$ cat config.mk
export PLATFORM = sky130hd
export DESIGN_NAME = hazard_unit_mdu
export DESIGN_NICKNAME = d
export VERILOG_FILES = /design/src/rtl/hazard_pkg.sv /design/src/rtl/mdu_stall_ctrl.sv /design/src/rtl/hazard_unit_mdu.sv
export SDC_FILE = /design/constraint.sdc
export NUM_CORES = 1
export LEC_CHECK = 0
export ABC_AREA = 1
export BUFFER_PORTS_ARGS = -buffer_cell sky130_fd_sc_hd__buf_2
export CAP_MARGIN = 25
export CORE_UTILIZATION = 50
export CTS_CLUSTER_DIAMETER = 50
export DETAILED_ROUTE_END_ITERATION = 7
export GPL_ROUTABILITY_DRIVEN = 1
export PLACE_DENSITY = 0.74
export SLEW_MARGIN = 40
export SYNTH_ARGS = -nofsm -noshare
export SYNTH_HDL_FRONTEND = slang
export SYNTH_HIERARCHICAL = 1
export SYNTH_SLANG_ARGS = --single-unit
export TNS_END_PERCENT = 30
$ cat constraint.sdc
create_clock -name CpuClk -period 2.4 [get_ports CpuClk]
set_clock_uncertainty 0.1 [all_clocks]
set_input_delay 0.36 -clock CpuClk [delete_from_list [all_inputs] [get_ports CpuClk]]
set_output_delay 0.36 -clock CpuClk [all_outputs]
set_load 0.02 [all_outputs]
$ cat src/rtl/hazard_pkg.sv
// Shared encodings for the hazard/forwarding unit: forward selects, MDU FSM
// states and the packed pipeline-control vector with its named patterns.
package hazard_pkg;

  localparam logic [1:0] FWD_NONE = 2'b00;
  localparam logic [1:0] FWD_WB   = 2'b01;
  localparam logic [1:0] FWD_MEM  = 2'b10;

  typedef enum logic {
    MDU_IDLE = 1'b0,
    MDU_BUSY = 1'b1
  } mdu_state_t;

  // Bit order, MSB first: {StallF,FlushF,StallD,FlushD,StallE,FlushE,StallM,FlushM,StallW,FlushW}
  localparam int CTRL_W = 10;
  typedef logic [CTRL_W-1:0] ctrl_t;

  localparam ctrl_t CTRL_RST     = 10'b01_01_01_01_01;
  localparam ctrl_t CTRL_FREEZE  = 10'b10_10_10_10_10;
  localparam ctrl_t CTRL_MISPRED = 10'b00_01_01_00_00;
  localparam ctrl_t CTRL_MDU     = 10'b10_10_10_01_00;
  localparam ctrl_t CTRL_LOADUSE = 10'b10_10_01_00_00;
  localparam ctrl_t CTRL_NONE    = 10'b00_00_00_00_00;

endpackage

$ cat src/rtl/mdu_stall_ctrl.sv
// Holds a multi-cycle MDU op in EX for MDU_LAT un-frozen cycles.
// MduBusy doubles as the FSM state observation point.
module mdu_stall_ctrl
  import hazard_pkg::*;
#(
  parameter int MDU_LAT = 4
) (
  input  logic clk,
  input  logic rst_n,
  input  logic MduStartE,
  input  logic freeze,
  input  logic kill,
  output logic mdu_hold,
  output logic MduBusy
);

  localparam int CNT_W = (MDU_LAT > 1) ? $clog2(MDU_LAT) : 1;
  localparam logic [CNT_W-1:0] CNT_INIT = (MDU_LAT > 1) ? CNT_W'(MDU_LAT - 2) : '0;

  mdu_state_t       state, state_n;
  logic [CNT_W-1:0] cnt, cnt_n;
  logic             start_ok;

  // The first EX cycle is already a hold cycle, so the counter loads LAT-2.
  assign start_ok = MduStartE && !kill && !freeze && (MDU_LAT > 1);

  always_ff @(posedge clk) begin
    if (!rst_n) begin
      state <= MDU_IDLE;
      cnt   <= '0;
    end else begin
      state <= state_n;
      cnt   <= cnt_n;
    end
  end

  always_comb begin
    state_n = state;
    cnt_n   = cnt;
    case (state)
      MDU_IDLE: begin
        if (start_ok) begin
          state_n = MDU_BUSY;
          cnt_n   = CNT_INIT;
        end
      end
      MDU_BUSY: begin
        if (!freeze) begin
          if (cnt != '0) cnt_n = cnt - CNT_W'(1);
          else           state_n = MDU_IDLE;
        end
      end
    endcase
  end

  always_comb begin
    mdu_hold = 1'b0;
    case (state)
      MDU_IDLE: mdu_hold = start_ok;
      MDU_BUSY: mdu_hold = (cnt != '0);
    endcase
    MduBusy = (state == MDU_BUSY);
  end

endmodule

$ cat src/rtl/hazard_unit_mdu.sv
// Hazard/forwarding unit: prioritised stall/flush generation, operand
// forwarding, MDU hold control and stall/mispredict performance counters.
module hazard_unit_mdu
  import hazard_pkg::*;
#(
  parameter int REG_ADDR_W = 5,
  parameter int NUM_SRC    = 2,
  parameter int MDU_LAT    = 4,
  parameter int PERF_W     = 32
) (
  input  logic                           CpuClk,
  input  logic                           CpuRstN,
  input  logic                           ICacheMiss,
  input  logic                           DCacheMiss,
  input  logic                           BranchE,
  input  logic                           BranchPredictedE,
  input  logic                           MduStartE,
  input  logic [NUM_SRC*REG_ADDR_W-1:0]  RsD,
  input  logic [NUM_SRC-1:0]             RegReadD,
  input  logic [NUM_SRC*REG_ADDR_W-1:0]  RsE,
  input  logic [NUM_SRC-1:0]             RegReadE,
  input  logic [REG_ADDR_W-1:0]          RdE,
  input  logic [REG_ADDR_W-1:0]          RdM,
  input  logic [REG_ADDR_W-1:0]          RdW,
  input  logic                           MemToRegE,
  input  logic                           RegWriteM,
  input  logic                           RegWriteW,
  output logic                           StallF,
  output logic                           FlushF,
  output logic                           StallD,
  output logic                           FlushD,
  output logic                           StallE,
  output logic                           FlushE,
  output logic                           StallM,
  output logic                           FlushM,
  output logic                           StallW,
  output logic                           FlushW,
  output logic [2*NUM_SRC-1:0]           ForwardE,
  output logic                           MduBusy,
  output logic [PERF_W-1:0]              StallCnt,
  output logic [PERF_W-1:0]              MispredCnt
);

  logic  cache_miss, mispred, mdu_hold, load_use_hit, load_use;
  ctrl_t ctrl;

  assign cache_miss = ICacheMiss | DCacheMiss;
  assign mispred    = BranchE ^ BranchPredictedE;

  mdu_stall_ctrl #(.MDU_LAT(MDU_LAT)) u_mdu (
    .clk       (CpuClk),
    .rst_n     (CpuRstN),
    .MduStartE (MduStartE),
    .freeze    (cache_miss),
    .kill      (mispred),
    .mdu_hold  (mdu_hold),
    .MduBusy   (MduBusy)
  );

  always_comb begin
    load_use_hit = 1'b0;
    for (int i = 0; i < NUM_SRC; i++) begin
      if (RegReadD[i] && (RsD[i*REG_ADDR_W +: REG_ADDR_W] == RdE)) load_use_hit = 1'b1;
    end
    load_use = MemToRegE && (RdE != '0) && load_use_hit;
  end

  always_comb begin
    if (!CpuRstN)        ctrl = CTRL_RST;
    else if (cache_miss) ctrl = CTRL_FREEZE;
    else if (mispred)    ctrl = CTRL_MISPRED;
    else if (mdu_hold)   ctrl = CTRL_MDU;
    else if (load_use)   ctrl = CTRL_LOADUSE;
    else                 ctrl = CTRL_NONE;
  end

  assign {StallF, FlushF, StallD, FlushD, StallE, FlushE, StallM, FlushM, StallW, FlushW} = ctrl;

  // MEM is checked first so the younger result wins over WB.
  always_comb begin
    ForwardE = '0;
    for (int i = 0; i < NUM_SRC; i++) begin
      if (RegWriteM && RegReadE[i] && (RdM != '0) && (RdM == RsE[i*REG_ADDR_W +: REG_ADDR_W]))
        ForwardE[2*i +: 2] = FWD_MEM;
      else if (RegWriteW && RegReadE[i] && (RdW != '0) && (RdW == RsE[i*REG_ADDR_W +: REG_ADDR_W]))
        ForwardE[2*i +: 2] = FWD_WB;
      else
        ForwardE[2*i +: 2] = FWD_NONE;
    end
  end

  always_ff @(posedge CpuClk) begin
    if (!CpuRstN) begin
      StallCnt   <= '0;
      MispredCnt <= '0;
    end else begin
      if (StallF)                  StallCnt   <= StallCnt + PERF_W'(1);
      if (mispred && !cache_miss)  MispredCnt <= MispredCnt + PERF_W'(1);
    end
  end

endmodule

# Yosys cells after proc, flatten, opt, wreduce, memory -nomap -nowiden
# Cells that the tools add are included.
dict set report word_totals {
  register_bits 67
  in_bits 49
  out_inout_bits 79
  elab_cells 65
}
dict set report op_classes {
  add_sub_neg 3
  eq_ne 9
  muxes 20
  bitwise_logic 3
  n_reduce_logical 26
}
# operator count
set op_table {}
lappend op_table {{$add A32 B1 Y32 const B} 2}
lappend op_table {{$mux W10} 5}
lappend op_table {{$eq A5 B5 Y1} 6}
lappend op_table {{$logic_and A1 B1 Y1} 19}
lappend op_table {{$reduce_bool A5 Y1} 3}
lappend op_table {{$mux W2} 5}
lappend op_table {{$mux W1} 7}
lappend op_table {{$ne A2 B2 Y1 const B} 2}
lappend op_table {{$pmux W1 S2} 2}
lappend op_table {{$pmux W2 S2} 1}
lappend op_table {{$reduce_and A3 Y1} 1}
lappend op_table {{$logic_not A1 Y1} 2}
lappend op_table {{$ne A2 B1 Y1 const B} 1}
lappend op_table {{$reduce_bool A2 Y1} 1}
lappend op_table {{$sub A2 B1 Y2 const B} 1}
lappend op_table {{$not A1 Y1} 1}
lappend op_table {{$or A1 B1 Y1} 1}
lappend op_table {{$xor A1 B1 Y1} 1}

# Longest topological paths before layout
dict set report depth {
  word_depth 10
  ltp_mapped 14
}

# Modules after synthesis
# Netlist, hierarchy kept.
# module n_inst cells_each area_per_inst_um2 seq_area_each_um2
set by_module_without_submodules {}
lappend by_module_without_submodules {hazard_unit_mdu 1 731 4386.7 1281.2}
lappend by_module_without_submodules {mdu_stall_ctrl 1 27 196.4 60.1}

# Worst setup path before layout
# OpenSTA, ideal clock, no wires.
dict set report synth_timing {
  kind {input-to-output}
  startpoint {input port DCacheMiss}
  endpoint {output port StallF}
  arrival_time_ns 1.794
  t_required_ns 1.940
  slack_ns 0.146
  stages 13
  path_buffers 2
  path_cell_list {nor2_1 > inv_1 > nor2_1 > nand2_2 > nand2_4 > nand2_1 > nand2_1 > inv_2 > nand2_4 > nand2_4 > buf_6 > inv_1 > buf_4}
}
dict set report synth_between {
  elab_chain_cells 8
}
# element line
set synth_rtl {}
lappend synth_rtl {{from (decl)} hazard_unit_mdu.sv:14} ;# input logic DCacheMiss,
lappend synth_rtl {{$or A1 B1 Y1} hazard_unit_mdu.sv:47} ;# assign cache_miss = ICacheMiss | DCacheMiss;
lappend synth_rtl {{named net cache_miss} hazard_unit_mdu.sv:44} ;# logic cache_miss, mispred, mdu_hold, load_use_hit, load_use;
lappend synth_rtl {{$logic_not A1 Y1} mdu_stall_ctrl.sv:25} ;# assign start_ok = MduStartE && !kill && !freeze && (MDU_LAT > 1);
lappend synth_rtl {{$logic_and A1 B1 Y1} mdu_stall_ctrl.sv:25}
lappend synth_rtl {{$pmux W1 S2} mdu_stall_ctrl.sv:58} ;# case (state)
lappend synth_rtl {{named net mdu_hold} hazard_unit_mdu.sv:44}
lappend synth_rtl {{$mux W10} hazard_unit_mdu.sv:72} ;# else if (mdu_hold) ctrl = CTRL_MDU;
lappend synth_rtl {{$mux W10} hazard_unit_mdu.sv:71} ;# else if (mispred) ctrl = CTRL_MISPRED;
lappend synth_rtl {{$mux W10} hazard_unit_mdu.sv:70} ;# else if (cache_miss) ctrl = CTRL_FREEZE;
lappend synth_rtl {{$mux W10} hazard_unit_mdu.sv:69} ;# if (!CpuRstN) ctrl = CTRL_RST;
lappend synth_rtl {{to (decl)} hazard_unit_mdu.sv:28} ;# output logic StallF,
# The timed path passes the listed nets, and every way through them passes these cells.

# Worst setup path after layout
dict set report layout_timing {
  startpoint {register u_mdu.cnt[0]}
  endpoint {output port StallF}
}
dict set report layout_between {
  elab_chain_cells 6
}
# element line
set layout_rtl {}
lappend layout_rtl {{from (decl)} mdu_stall_ctrl.sv:21} ;# logic [CNT_W-1:0] cnt, cnt_n;
lappend layout_rtl {{from (signal assigned)} mdu_stall_ctrl.sv:33} ;# cnt <= cnt_n;
lappend layout_rtl {{$reduce_bool A2 Y1} mdu_stall_ctrl.sv:60} ;# MDU_BUSY: mdu_hold = (cnt != '0);
lappend layout_rtl {{$pmux W1 S2} mdu_stall_ctrl.sv:58}
lappend layout_rtl {{named net mdu_hold} hazard_unit_mdu.sv:44}
lappend layout_rtl {{$mux W10} hazard_unit_mdu.sv:72}
lappend layout_rtl {{$mux W10} hazard_unit_mdu.sv:71}
lappend layout_rtl {{$mux W10} hazard_unit_mdu.sv:70}
lappend layout_rtl {{$mux W10} hazard_unit_mdu.sv:69}
# The timed path passes the listed nets, and every way through them passes these cells.

==> flow_metrics.py <==
metrics = {
    "timing": {
        "report.final.slew_viol_count": 0,
        "rsz0062_at_grt": "false",
        "final.hold.worst_slack_ns": 0.289,
        "setup-tns-final_ns": 0,
        "final_period_minus_worst_setup_slack_ns": 2.27,
        "max_freq_mhz": 440,
        "worst_slew_pin_slew_ns": 0.426,
        "setup-violations-final": 0,
        "period_share": 0.947,
        "report.final.hold_viol_count": 0,
        "timing.slew.headroom": 0.714,
    },
    "critical_path": {
        "setup.worst_path.end": "StallF",
        "launch_point_of_the_worst_reg_to_reg_path": "StallCnt[1]",
        "path_class": "register to output pin",
        "required_ns": 1.94,
        "crit_path_top_delay_cell": "sky130_fd_sc_hd__dfxtp_1",
        "reg2reg_to": "StallCnt[22]",
        "max_stage_delay_ns": 0.34,
        "worst_path_depth": 12,
        "worst-path-max-fanout": 17,
        "worstSetupStartpointType": "register",
        "worst-r2r-setup-slack_ns": 0.42,
        "timing.critical_path.buf_inv": 5,
        "data_arrival_time_at_the_worst_slack_endpoint_ns": 1.81,
        "end_kind": "output pin",
        "ff2ff_path_depth": 12,
        "kind_of_cell_with_the_highest_combined_delay_on_the_critical_path": "simple AND/OR/NAND/NOR gates",
        "cp_cell_sequence": "inv_1 > ha_1 > inv_2 > nand2_2 > nand2_4 > nand2_1 > nand2_1 > inv_2 > nand2_8 > nand2_4 > inv_1 > buf_2",
        "cp-startpoint": "u_mdu/cnt[0]",
    },
    "global_routing": {
        "global_route_wire_length_before_repair_mm": 21.2,
        "vias_in_the_first_global_route": 4858,
        "antenna_found_initial": 0,
        "globalRouteTotalUtil": 0.269,
        "grt_start_max_net_pins": 35,
        "globalRoute.totalOverflow": 0,
    },
    "clocking": {
        "clk_latency_ns": 0.35,
        "tritoncts": "done",
        "clock_sinks": 67,
        "holdBufCountCts": 0,
        "cts-buffers-inserted": 9,
        "cts_max_level": 3,
        "cts-root-buf": "sky130_fd_sc_hd__clkbuf_8",
        "max-clock-path-buffers": 2,
        "post_cts_buffers": 0,
        "cts.reportedPaths.clkPinSlew_ns": 0.07,
        "post_cts_resize_count": 0,
    },
    "synth": {
        "synth.yosys.warnings": 6,
        "synth.avg_cell_area_um2": 6.05,
        "synth_seq_area_share": 0.293,
        "postSynthNetCount": 810,
        "synthesis.instances": 758,
        "mappedNetlistArea_um2": 4580,
        "count_of_unique_library_cells_instantiated_by_yosys": 37,
        "synth.ff_latch_count": 67,
    },
    "floorplanning": {
        "num_io_pins": 128,
        "initial_utilization": 0.520,
        "dieHeight_um": 97.7,
        "die-area_um2": 9550,
        "design.core.area_um2": 8810,
        "rows": 34,
        "chipWidth_um": 97.7,
    },
    "drt": {
        "dr.first_iter.drc_count": 270,
        "route.antenna.remaining_nets": 0,
        "detail_route.wirelength_mm": 12.5,
        "drt_first_pass_iters": 8,
        "wire_per_inst_um": 12.6,
        "routed_via_density": 5.07,
        "drc_errors": 18,
        "vias_after_detailed_routing": 5052,
    },
    "placed_design": {
        "place.port_buffers": 127,
        "finalWeightedCongestion": 0.953,
        "hpwl_mm": 9.55,
        "numPlacedInstances": 981,
        "placed_area_um2": 5270,
    },
    "layout": {
        "syn_to_final_growth_pct": 20.0,
        "final_nets": 936,
        "fin_area_um2": 5500,
        "num_antenna_cells": 0,
        "layoutNonFillerInstCount": 997,
        "share_of_layout_cells_above_drive_strength_1": 0.202,
    },
    "pwr": {
        "power_density_nw_per_um2": 446,
        "power.ir.vdd_worst_mv": 0.247,
        "cellLeakagePower_nw": 2.57,
        "total_power_w": 0.00246,
    },
    "job": {
        "cap_viol_max_count": 0,
    },
    "worst_hold_path": {
        "worstHoldPathType": "input pin to register",
    },
    "status": {
        "failed_checks": "DRC",
        "status": "finished with violations",
    },
}
==> how the worst min path moves through the flow <==
stage               cells after the start       endpoint          from  slack [ns]
detailed placement                      2   u_mdu/cnt[1]  u_mdu/cnt[1]        0.37
finish                                  5  u_mdu/MduBusy     MduStartE        0.29
CTS                                     5  u_mdu/MduBusy     MduStartE        0.27
global route                            5  u_mdu/MduBusy     MduStartE        0.33
floorplan                               2   u_mdu/cnt[1]  u_mdu/cnt[1]        0.35
global placement                        2   u_mdu/cnt[1]  u_mdu/cnt[1]        0.36
==> state kept, by name (all words and copies together), names as in the netlist <==
name           cells
u_mdu/cnt          2
MispredCnt        32
u_mdu/MduBusy      1
StallCnt          32
==> layout by cell type, fill, tap and decap left out, types with 2 or more instances in the layout <==
cell type,Yosys,layout
sky130_fd_sc_hd__nand3_1,47,47
sky130_fd_sc_hd__nor3_2,2,2
sky130_fd_sc_hd__clkbuf_1,4,2
sky130_fd_sc_hd__a21oi_1,40,40
sky130_fd_sc_hd__nand2_2,4,5
sky130_fd_sc_hd__nor3_1,28,28
sky130_fd_sc_hd__buf_4,5,6
sky130_fd_sc_hd__nor2_1,118,118
sky130_fd_sc_hd__nand3b_1,14,14
sky130_fd_sc_hd__a31oi_1,3,3
sky130_fd_sc_hd__ha_1,3,3
sky130_fd_sc_hd__dfxtp_1,67,67
sky130_fd_sc_hd__inv_1,90,89
sky130_fd_sc_hd__clkbuf_8,0,10
sky130_fd_sc_hd__buf_2,3,127
sky130_fd_sc_hd__nor2_2,6,6
sky130_fd_sc_hd__nor2_4,2,2
sky130_fd_sc_hd__nand3_2,3,3
sky130_fd_sc_hd__bufinv_16,0,2
sky130_fd_sc_hd__nand2_4,4,3
sky130_fd_sc_hd__o21ai_0,12,12
sky130_fd_sc_hd__xnor2_1,7,7
sky130_fd_sc_hd__nor4_1,6,6
sky130_fd_sc_hd__inv_2,7,8
sky130_fd_sc_hd__nand2_1,233,232
sky130_fd_sc_hd__nand4_1,13,13
sky130_fd_sc_hd__xor2_1,21,21
==> logic make-up (layout without fill, tap and decap cells) <==
kind of cell             count (synthesis)  after routing  share of synthesized area
AO/OA/AOI/OAI                           60             60                     0.0691
XOR/XNOR                                29             29                     0.0571
adder cells (fa/ha/maj)                  3              3                    0.00819
buffers and inverters                  115            246                      0.107
flip-flops                              67             67                      0.293
AND/OR/NAND/NOR                        484            484                      0.466
==> layout make-up <==
class / count / area (µm²)
flip-flops and latches: 67 / 1340
multi-input cells: 576 / 2760
inverters: 97 / 364
fillers: 818 / 3300
well taps: 108 / 135
clock buffers: 12 / 145
clock inverters: 4 / 73.8
repair buffers: 133 / 681
==> Yosys cell counts <==
| library cell | n | share of area |
|---|---|---|
| sky130_fd_sc_hd__a211oi_1 | 1 | 0.0016 |
| sky130_fd_sc_hd__a21oi_1 | 40 | 0.044 |
| sky130_fd_sc_hd__a21oi_2 | 1 | 0.0019 |
| sky130_fd_sc_hd__a31oi_1 | 3 | 0.0041 |
| sky130_fd_sc_hd__and2_1 | 1 | 0.0014 |
| sky130_fd_sc_hd__and3_1 | 1 | 0.0014 |
| sky130_fd_sc_hd__and3b_1 | 1 | 0.0019 |
| sky130_fd_sc_hd__buf_1 | 1 | 0.00082 |
| sky130_fd_sc_hd__buf_2 | 3 | 0.0033 |
| sky130_fd_sc_hd__buf_4 | 5 | 0.0082 |
| sky130_fd_sc_hd__buf_6 | 5 | 0.012 |
| sky130_fd_sc_hd__clkbuf_1 | 4 | 0.0033 |
| sky130_fd_sc_hd__dfxtp_1 | 67 | 0.29 |
| sky130_fd_sc_hd__ha_1 | 3 | 0.0082 |
| sky130_fd_sc_hd__inv_1 | 90 | 0.074 |
| sky130_fd_sc_hd__inv_2 | 7 | 0.0057 |
| sky130_fd_sc_hd__nand2_1 | 233 | 0.19 |
| sky130_fd_sc_hd__nand2_2 | 4 | 0.0055 |
| sky130_fd_sc_hd__nand2_4 | 4 | 0.0098 |
| sky130_fd_sc_hd__nand3_1 | 47 | 0.051 |
| sky130_fd_sc_hd__nand3_2 | 3 | 0.0066 |
| sky130_fd_sc_hd__nand3b_1 | 14 | 0.023 |
| sky130_fd_sc_hd__nand4_1 | 13 | 0.018 |
| sky130_fd_sc_hd__nor2_1 | 118 | 0.097 |
| sky130_fd_sc_hd__nor2_2 | 6 | 0.0082 |
| sky130_fd_sc_hd__nor2_4 | 2 | 0.0049 |
| sky130_fd_sc_hd__nor3_1 | 28 | 0.031 |
| sky130_fd_sc_hd__nor3_2 | 2 | 0.0044 |
| sky130_fd_sc_hd__nor3_4 | 1 | 0.0035 |
| sky130_fd_sc_hd__nor4_1 | 6 | 0.0082 |
| sky130_fd_sc_hd__o211ai_1 | 1 | 0.0016 |
| sky130_fd_sc_hd__o21a_1 | 1 | 0.0016 |
| sky130_fd_sc_hd__o21ai_0 | 12 | 0.013 |
| sky130_fd_sc_hd__o22ai_1 | 1 | 0.0014 |
| sky130_fd_sc_hd__xnor2_1 | 7 | 0.013 |
| sky130_fd_sc_hd__xor2_1 | 21 | 0.040 |
| sky130_fd_sc_hd__xor2_2 | 1 | 0.0035 |
==> worst min-delay path, delay by kind of cell <==
family	cells	cell delay [ns]
and+or+nand+nor	2	0.10
buffers and inverters	2	0.14
AOI/OAI and AO/OA	1	0.07
==> where the power goes <==
group	switching, W	internal, W
Sequential	0.00000933	0.00112
Clock	0.000437	0.000615
Combinational	0.000175	0.000101
==> metrics by stage <==
step                       util  setup slack, ns
after floorplan               -            0.146
after global placement    0.599            0.290
after detailed placement  0.599            0.255
after CTS                 0.623           0.0255
after global routing      0.625           0.0204
final                     0.625            0.128
==> per-layer routing <==
metal	vias to the layer above	GRT usage	wire length, µm
met5	-	0	0
met4	0	0.104	242
met3	24	0.0544	700
met2	157	0.499	6270
met1	2229	0.302	5330
li1	2642	-	-
Note: power is estimated with default switching activity, not from simulation.
